[src/rtl/csm_dual_port_responder.sv]
// CSM protocol responder: two processor ports sharing one byte memory, with per-port hold locks.
// Optional build macro CSM_LOCK_TIMEOUT_EN adds idle-lock expiry after LOCK_TIMEOUT cycles.
module csm_dual_port_responder #(
    parameter int unsigned ADDR_W       = 8,
    parameter int unsigned DATA_W       = 8,
    parameter int unsigned LOCK_TIMEOUT = 64
) (
    input  logic              clk,
    input  logic              reset,
    input  logic [DATA_W-1:0] A_in_AD,
    input  logic              A_rw,
    input  logic              A_enable,
    input  logic              A_hold,
    input  logic              A_release,
    output logic              A_ack,
    output logic [1:0]        A_err,
    output logic [DATA_W-1:0] A_out_data,
    input  logic [DATA_W-1:0] B_in_AD,
    input  logic              B_rw,
    input  logic              B_enable,
    input  logic              B_hold,
    input  logic              B_release,
    output logic              B_ack,
    output logic [1:0]        B_err,
    output logic [DATA_W-1:0] B_out_data
);

    typedef enum logic [1:0] {StIdle, StData, StAcc, StResp} state_e;

    logic [DATA_W-1:0] in_ad [2];
    logic              en [2], rw [2], hold [2], rel [2];

    state_e            state_q [2], state_d [2];
    logic [ADDR_W-1:0] addr_q [2], addr_d [2];
    logic              rw_q [2], rw_d [2], hold_q [2], hold_d [2], rel_q [2], rel_d [2];
    logic [DATA_W-1:0] wdata_q [2], wdata_d [2];
    logic [1:0]        err_q [2], err_d [2];
    logic [DATA_W-1:0] out_q [2], out_d [2];
    logic              lock_vld_q [2], lock_vld_d [2];
    logic [ADDR_W-1:0] lock_addr_q [2], lock_addr_d [2];

    logic [1:0]        acc_err [2];
    logic              other_lock [2], own_hit [2], conflict [2], lost [2];
    logic              we [2];

    logic [DATA_W-1:0] mem [2**ADDR_W];

    assign in_ad[0] = A_in_AD;
    assign en[0]    = A_enable;
    assign rw[0]    = A_rw;
    assign hold[0]  = A_hold;
    assign rel[0]   = A_release;
    assign in_ad[1] = B_in_AD;
    assign en[1]    = B_enable;
    assign rw[1]    = B_rw;
    assign hold[1]  = B_hold;
    assign rel[1]   = B_release;

    // Lock check; A wins same-address write/write or hold/hold collisions.
    always_comb begin
        for (int p = 0; p < 2; p++) begin
            other_lock[p[0]] = lock_vld_q[~p[0]] && (lock_addr_q[~p[0]] == addr_q[p[0]]);
            own_hit[p[0]]    = lock_vld_q[p[0]] && (lock_addr_q[p[0]] == addr_q[p[0]]);
            conflict[p[0]]   = hold_q[p[0]] &&
                               ((lock_vld_q[p[0]] && !own_hit[p[0]]) || rel_q[p[0]]);
        end
        lost[0] = 1'b0;
        lost[1] = (state_q[0] == StAcc) && (state_q[1] == StAcc) &&
                  (addr_q[0] == addr_q[1]) && !other_lock[0] &&
                  ((rw_q[0] && rw_q[1]) || (hold_q[0] && hold_q[1]));
        for (int p = 0; p < 2; p++) begin
            if (other_lock[p[0]]) begin
                acc_err[p[0]] = 2'b01;
            end else if (conflict[p[0]] || lost[p[0]]) begin
                acc_err[p[0]] = 2'b10;
            end else if (rel_q[p[0]] && !own_hit[p[0]]) begin
                acc_err[p[0]] = 2'b11;
            end else begin
                acc_err[p[0]] = 2'b00;
            end
        end
    end

`ifdef CSM_LOCK_TIMEOUT_EN
    localparam int unsigned CntW = $clog2(LOCK_TIMEOUT + 1);
    logic [CntW-1:0] cnt_q [2], cnt_d [2];
`else
    logic unused_lock_timeout;
    assign unused_lock_timeout = ^LOCK_TIMEOUT;
`endif

    always_comb begin
        for (int p = 0; p < 2; p++) begin
            state_d[p[0]]     = state_q[p[0]];
            addr_d[p[0]]      = addr_q[p[0]];
            rw_d[p[0]]        = rw_q[p[0]];
            hold_d[p[0]]      = hold_q[p[0]];
            rel_d[p[0]]       = rel_q[p[0]];
            wdata_d[p[0]]     = wdata_q[p[0]];
            err_d[p[0]]       = err_q[p[0]];
            out_d[p[0]]       = out_q[p[0]];
            lock_vld_d[p[0]]  = lock_vld_q[p[0]];
            lock_addr_d[p[0]] = lock_addr_q[p[0]];
            we[p[0]]          = 1'b0;
`ifdef CSM_LOCK_TIMEOUT_EN
            // Any activity by the owner restarts the idle count.
            cnt_d[p[0]] = '0;
            if (state_q[p[0]] == StIdle && lock_vld_q[p[0]]) begin
                if (cnt_q[p[0]] + 1'b1 == CntW'(LOCK_TIMEOUT)) begin
                    lock_vld_d[p[0]] = 1'b0;
                end else begin
                    cnt_d[p[0]] = cnt_q[p[0]] + 1'b1;
                end
            end
`endif
            unique case (state_q[p[0]])
                StIdle: begin
                    if (en[p[0]]) begin
                        addr_d[p[0]]  = in_ad[p[0]][ADDR_W-1:0];
                        rw_d[p[0]]    = rw[p[0]];
                        hold_d[p[0]]  = hold[p[0]];
                        rel_d[p[0]]   = rel[p[0]];
                        state_d[p[0]] = rw[p[0]] ? StData : StAcc;
                    end
                end
                StData: begin
                    wdata_d[p[0]] = in_ad[p[0]];
                    state_d[p[0]] = StAcc;
                end
                StAcc: begin
                    err_d[p[0]] = acc_err[p[0]];
                    out_d[p[0]] = '0;
                    if (acc_err[p[0]] != 2'b01 && !lost[p[0]]) begin
                        we[p[0]] = rw_q[p[0]];
                        if (!rw_q[p[0]]) begin
                            out_d[p[0]] = mem[addr_q[p[0]]];
                        end
                    end
                    if (acc_err[p[0]] == 2'b00) begin
                        if (hold_q[p[0]]) begin
                            lock_vld_d[p[0]]  = 1'b1;
                            lock_addr_d[p[0]] = addr_q[p[0]];
                        end else if (rel_q[p[0]]) begin
                            lock_vld_d[p[0]] = 1'b0;
                        end
                    end
                    state_d[p[0]] = StResp;
                end
                StResp: state_d[p[0]] = StIdle;
                default: state_d[p[0]] = StIdle;
            endcase
        end
    end

    always_ff @(posedge clk or posedge reset) begin
        if (reset) begin
            for (int p = 0; p < 2; p++) begin
                state_q[p[0]]     <= StIdle;
                addr_q[p[0]]      <= '0;
                rw_q[p[0]]        <= 1'b0;
                hold_q[p[0]]      <= 1'b0;
                rel_q[p[0]]       <= 1'b0;
                wdata_q[p[0]]     <= '0;
                err_q[p[0]]       <= 2'b00;
                out_q[p[0]]       <= '0;
                lock_vld_q[p[0]]  <= 1'b0;
                lock_addr_q[p[0]] <= '0;
`ifdef CSM_LOCK_TIMEOUT_EN
                cnt_q[p[0]]       <= '0;
`endif
            end
        end else begin
            for (int p = 0; p < 2; p++) begin
                state_q[p[0]]     <= state_d[p[0]];
                addr_q[p[0]]      <= addr_d[p[0]];
                rw_q[p[0]]        <= rw_d[p[0]];
                hold_q[p[0]]      <= hold_d[p[0]];
                rel_q[p[0]]       <= rel_d[p[0]];
                wdata_q[p[0]]     <= wdata_d[p[0]];
                err_q[p[0]]       <= err_d[p[0]];
                out_q[p[0]]       <= out_d[p[0]];
                lock_vld_q[p[0]]  <= lock_vld_d[p[0]];
                lock_addr_q[p[0]] <= lock_addr_d[p[0]];
`ifdef CSM_LOCK_TIMEOUT_EN
                cnt_q[p[0]]       <= cnt_d[p[0]];
`endif
            end
        end
    end

    // B is written first so A's data lands if both ever target one address.
    always_ff @(posedge clk) begin
        if (we[1]) mem[addr_q[1]] <= wdata_q[1];
        if (we[0]) mem[addr_q[0]] <= wdata_q[0];
    end

    assign A_ack      = (state_q[0] == StResp);
    assign A_err      = A_ack ? err_q[0] : 2'b00;
    assign A_out_data = out_q[0];
    assign B_ack      = (state_q[1] == StResp);
    assign B_err      = B_ack ? err_q[1] : 2'b00;
    assign B_out_data = out_q[1];

endmodule
[config.mk]
export PLATFORM = sky130hd
export DESIGN_NAME = csm_dual_port_responder
export DESIGN_NICKNAME = d
export VERILOG_FILES = /design/src/rtl/csm_dual_port_responder.sv
export SDC_FILE = /design/constraint.sdc
export NUM_CORES = 2
export LEC_CHECK = 0
export BUFFER_PORTS_ARGS = -buffer_cell sky130_fd_sc_hd__clkbuf_2
export CELL_PAD_IN_SITES_DETAIL_PLACEMENT = 0
export CELL_PAD_IN_SITES_GLOBAL_PLACEMENT = 1
export CORE_AREA = 2 2 484 486
export CTS_BUF_LIST = sky130_fd_sc_hd__clkbuf_8
export DETAILED_ROUTE_END_ITERATION = 8
export DIE_AREA = 0 0 486 488
export PLACE_DENSITY_LB_ADDON = 0.1
export RECOVER_POWER = 50
export SYNTH_ARGS = -nofsm -noshare
export SYNTH_HDL_FRONTEND = slang
export SYNTH_SLANG_ARGS = --single-unit
[constraint.sdc]
create_clock -name clk -period 3.31 [get_ports clk]
set_input_delay 0.662 -clock clk [delete_from_list [all_inputs] [get_ports clk]]
set_output_delay 0.662 -clock clk [all_outputs]
set_load 0.05 [all_outputs]
# --- After elaboration in Yosys (flattened, before gate mapping) ---
# Memories as Yosys holds them, arrays and structs flattened.
# Cells that the tools add are included.
totals:
  register_bits: 80
  latchBits: 0
  ramBits: 2048
  romBits: 0
  inputBits: 26
  out_inout_bits: 22
  elab_cells: 103
  memories: 1
classes:
  addsub: 0
  n_mul: 0
  div: 0
  magnitude_cmp: 0
  eq_ne: 15
  shifts: 0
  n_mux: 30
  bitwise_logic: 0
  n_reduce_logical: 37
mem_list:
  columns: ["memory", "words", "width", "rd", "rd_ports_with_merged_regs", "write_ports", "line_no", "source"]
  rows:
  - ["mem", 256, 8, 2, 0, 2, "46", "logic [DATA_W-1:0] mem [2**ADDR_W];"]
ops:
  columns: ["cell", "n"]
  rows:
  - ["$eq 8x8->1", 5]
  - ["$mux 8", 4]
  - ["$mux 2", 12]
  - ["$logic_and 1x1->1", 17]
  - ["$pmux 2 s4", 2]
  - ["$mux 1", 12]
  - ["$reduce_and 3->1", 4]
  - ["$eq 2x2->1 const B", 4]
  - ["$logic_not 2->1", 4]
  - ["$eq 2x1->1 const B", 2]
  - ["$logic_not 1->1", 4]
  - ["$logic_or 1x1->1", 4]
  - ["$ne 2x1->1 const B", 2]
  - ["$ne 2x2->1 const B", 2]
  - ["$reduce_and 2->1", 2]
  - ["$reduce_bool 2->1", 2]

# --- Longest topological paths before layout ---
depth:
  word_depth: 15
  ltp_mapped: 13

# --- Worst setup path after synthesis ---
# OpenSTA, ideal clock, no wires.
synth_timing:
  path_kind: "flip-flop to flip-flop"
  start: "register state_q[2] in the netlist's numbering"
  end: "memory mem[115][0] (enable)"
  setup_time_ps: 376
  arrival_time_ps: 2559
  path_slack_ps: 375
  path_stages_with_launch: 12
  n_path_buf: 4
  period_less_slack_ps: 2935
  path_cell_list: "dfrtp_1 -> inv_1 -> ha_1 -> clkinv_1 -> a41oi_2 -> buf_2 -> and3_1 -> buf_6 -> nand3_4 -> buf_4 -> buf_2 -> o22ai_1"
synth_lines:
  columns: ["item", "line_no", "source"]
  rows:
  - ["from (decl)", "33", "state_e state_q [2], state_d [2];"]
  - ["from (signal, indexed assignment)", "158", "state_q[p[0]] <= StIdle;"]
  - ["from (signal, indexed assignment)", "174", "state_q[p[0]] <= state_d[p[0]];"]
  - ["to (decl)", "46", null]

# --- Worst setup path after layout ---
layout_timing:
  start: "register addr_q[1] in the netlist's numbering"
  end: "register out_q (netlist bit B_out_data[4])"
layout_via:
  elab_chain_cells: 12
  elab_cells_between_ends: 23
layout_lines:
  columns: ["item", "line_no", "source"]
  rows:
  - ["from (decl)", "34", "logic [ADDR_W-1:0] addr_q [2], addr_d [2];"]
  - ["from (signal, indexed assignment)", "175", "addr_q[p[0]] <= addr_d[p[0]];"]
  - ["$eq 8x8->1", "63", "own_hit[p[0]] = lock_vld_q[p[0]] && (lock_addr_q[p[0]] == addr_q[p[0]]);"]
  - ["$logic_and 1x1->1", "63", null]
  - ["$logic_not 1->1", "65, 76", null]
  - ["$logic_and 1x1->1", "65", "((lock_vld_q[p[0]] && !own_hit[p[0]]) || rel_q[p[0]]);"]
  - ["$logic_or 1x1->1", "65", null]
  - ["$logic_and 1x1->1", "64", "conflict[p[0]] = hold_q[p[0]] &&"]
  - ["$logic_or 1x1->1", "74", "end else if (conflict[p[0]] || lost[p[0]]) begin"]
  - ["$mux 2", "74", null]
  - ["$mux 2", "72", "if (other_lock[p[0]]) begin"]
  - ["$ne 2x1->1", "133", "if (acc_err[p[0]] != 2'b01 && !lost[p[0]]) begin"]
  - ["$logic_and 1x1->1", "133", null]
  - ["$mux 8 *", "133", null]
  - ["to (signal, indexed assignment)", "181", "out_q[p[0]] <= out_d[p[0]];"]
  - ["to (decl)", "38", "logic [DATA_W-1:0] out_q [2], out_d [2];"]
# Every way passes the cells marked *; elsewhere a longest branch is shown, timed or not.
# A chain may end at the register's enable or synchronous reset.

==> results.cfg <==
[synth]
synthCells = 8706
synth-compound-area-share_pct = 5.75
synth_top_family_by_area = multiplexers
ys_ff_latch = 2128
synth_mux_area_share_pct = 36.7
syn_area_per_cell_sq_um = 14.9
synth_xor_area_share_pct = 0.270
async_reset_ff_share_pct = 3.76
yosys_warnings = 0
yosysSeqAreaShare_pct = 49.0
ys.flop_type = edfxtp_1
synthAdderAreaFrac_pct = 0.0966
synth.distinct_cells = 81
synthSimpleGateAreaFrac_pct = 4.46
synth_edf_count = 2048
synth_nets = 8742
synth_area_sq_um = 130000

[timing]
final-hold-violation-count = 0
worst_slew_margin_rel_pct = -22.0
final.setup.worst_slack_ns = -0.0552
rsz0062_at_grt = true
fin_setup_tns_ns = -1.05
max_freq_mhz = 297
min_period_over_period_pct = 102
skew_ns = 0.0619
period_minus_slack_ns = 3.37
finalSetupViolCount = 52
drv_slew = 77
worstMarginPinSlew_ns = 1.82

[critical_path]
cp_data_arrival_time_ns = 4.31
end_kind = flip-flop
cp_slowest_cell = dfrtp_4
cp_slowest_stage_delay_ns = 0.54
cpMostUsedCell = buf_4
cp-start-kind = flip-flop
cp_max_fo = 16
cp_top_family = compound AO/OA/AOI/OAI gates
cp.required_ns = 4.25
worst-path-buf-inv = 4
cp_cell_sequence = buf_12, mux4_2, nor2b_1, a211oi_1, a31oi_1, buf_4, o21ai_1, buf_4, o311a_1, buf_4, a221oi_1
crit_type = reg2reg

[clock_network]
clock_tree.root_cell = clkbuf_8
clk_latency_ns = 1.15
clock_path_buffers = 4
cts_made_buffers = 384
clock_sinks = 2128
htreeDepth = 5
cts_tree = built
path_clk_slew_ns = 0.06

[place]
portBuffers = 47
place_congestion = 0.996
dp_hpwl_um = 330000
pre_cts_ws_ns = -0.388

[global_route]
track_usage_pct = 41.2
grt_pass1_vias = 89200
antenna_found_initial = 26
grt_pass1_wl_um = 689000
grt_start_max_net_pins = 80
overflow = 0

[floorplanning]
ios = 48
core_area_sq_um = 232000
rows = 177
dieArea_sq_um = 237000
initial_core_util_pct = 55.9
dieHeight_um = 488
die_w_um = 486

[outcome]
status = finished with violations
violations = max-capacitance violations, max-slew violations, negative setup slack

[worst_hold_path]
hp-class = in2reg

[drt]
drc_errors = 0
routed_via_density = 7.34
route.detailed.wl_per_inst_um = 40.2
drtIter0Drc = 13300
vias = 91100
routed_wl_um = 499000
ant_nets = 0
drtPass1Iterations = 8

[pwr]
power_density_nw_per_um2 = 933
finalPower_mw = 136
ir_drop_uv = 854
p_leak_nw = 49.7

[cells_and_area]
drive_gt1_share_pct = 49.2
fin_util_pct = 63.1
syn_to_final_growth_pct = 12.9
final_cell_mix = edfxtp_1 (2,048), mux2_2 (1,850), mux4_2 (778)
final_nets = 9125
n_fill_cell = 17300
mostFrequentLayoutCell = edfxtp_1

[run]
drv_cap = 2
## sequential cells by signal, indices dropped and copies added (netlist names)
name         count
A_out_data       8
B_out_data       8
addr_q          16
err_q            4
hold_q           2
lock_addr_q     16
lock_vld_q       2
mem           2048
rel_q            2
rw_q             2
state_q          4
wdata_q         16
## synth_stat cells (30+ instances only)
library cell     n  area [sq um]
a211oi_1        30           225
a21oi_1        108           541
a221oi_1        33           289
a22oi_1        245          1840
a31oi_1         34           213
and3_1          37           231
buf_1           49           184
buf_2          226          1130
buf_4           88           661
clkbuf_1       640          2400
dfrtp_1         80          2000
edfxtp_1      2048         61500
mux2_1         133          1500
mux2_2        1853         20900
mux2_4         160          2400
mux2i_1        526          5270
mux4_2         778         17500
nand2_1        256           961
nand2b_1        30           188
nand3_1         78           390
nand4_1         47           294
nor2_1          64           240
nor2_2         133           832
nor2_4         102          1150
nor2b_1         33           206
o211ai_1        38           285
o21ai_0        121           606
o22ai_1        359          2250
xor2_1          31           272
## cells by family after synthesis
logic type / Yosys count
flops: 2128
mux: 3450
xor+xnor: 40
compound gates: 1106
simple gates: 916
buf+inv: 1056
fa+ha+maj: 10
## final timing paths
path / from / endpoint / slack [ns] / depth (start not counted)
setup / recovery: addr_q[1]$_DFFE_PP0P_ / B_out_data[4]$_DFFE_PP0N_ / -0.06 / 11
hold / removal: B_enable / state_q[1]$_DFFE_PP0P_ / 0.16 / 3
max in group asynchronous: reset / wdata_q[12]$_DFFE_PP0N_ / 1.58 / 4
min in group asynchronous: reset / B_out_data[0]$_DFFE_PP0N_ / 0.70 / 3
setup reg to reg: addr_q[1]$_DFFE_PP0P_ / B_out_data[4]$_DFFE_PP0N_ / -0.06 / 11
hold reg to reg: err_q[2]$_DFFE_PP0N_ / err_q[2]$_DFFE_PP0N_ / 0.47 / 1
## power by group
part | switching, mW | leakage (nW) | internal [mW]
registers | 3.58 | 19.4 | 34.1
clock network | 11.5 | 3.85 | 11.6
logic | 44.5 | 26.5 | 31.3
## metrics by stage
stage / instances / cell area (sq um) / hold slack, ns
6_report: 12400 / 146000 / 0.159
2_1_floorplan: 8706 / 130000 / 0.443
3_3_place_gp: 11700 / 138000 / 0.459
3_5_place_dp: 11700 / 138000 / 0.465
5_1_grt: 12400 / 146000 / 0.102
4_1_cts: 12400 / 146000 / 0.0927
## what timing repair did
item | CTS | global route
setup endpoints to repair | 43 | 1729
hold buffers | 25 | 0
buffers inserted | 9 | 6
cloned | 3 | 13
endpoints found under the hold margin | 71 | 0
gates resized for setup | 45 | 56
pin swaps | 0 | 2
## per-layer routing
layer / part of all wire, % / global-route usage, %
met1: 36 / 54.1
met2: 45 / 63.0
met3: 12 / 9.95
met4: 6.9 / 23.0
met5: 0.018 / 0
## area by class of cell
cell class                 instances  area (sq um)  share of cell area (%)
clock buffer                     402          5530                    3.78
inverter                          29           113                  0.0770
antenna                           12          30.0                  0.0205
multi-input combinational       5523         61700                    42.2
timing repair buffer            1023         10300                    7.06
sequential                      2128         63600                    43.5
tap                             3043          3810                    2.60
clock inverter                   253          1190                   0.813
## worst min-delay path, stage by stage
cell      delay, ns
clkbuf_2       0.25
nand2b_1       0.22
a21oi_1        0.09
No activity file was read; power rests on OpenSTA's default activity.
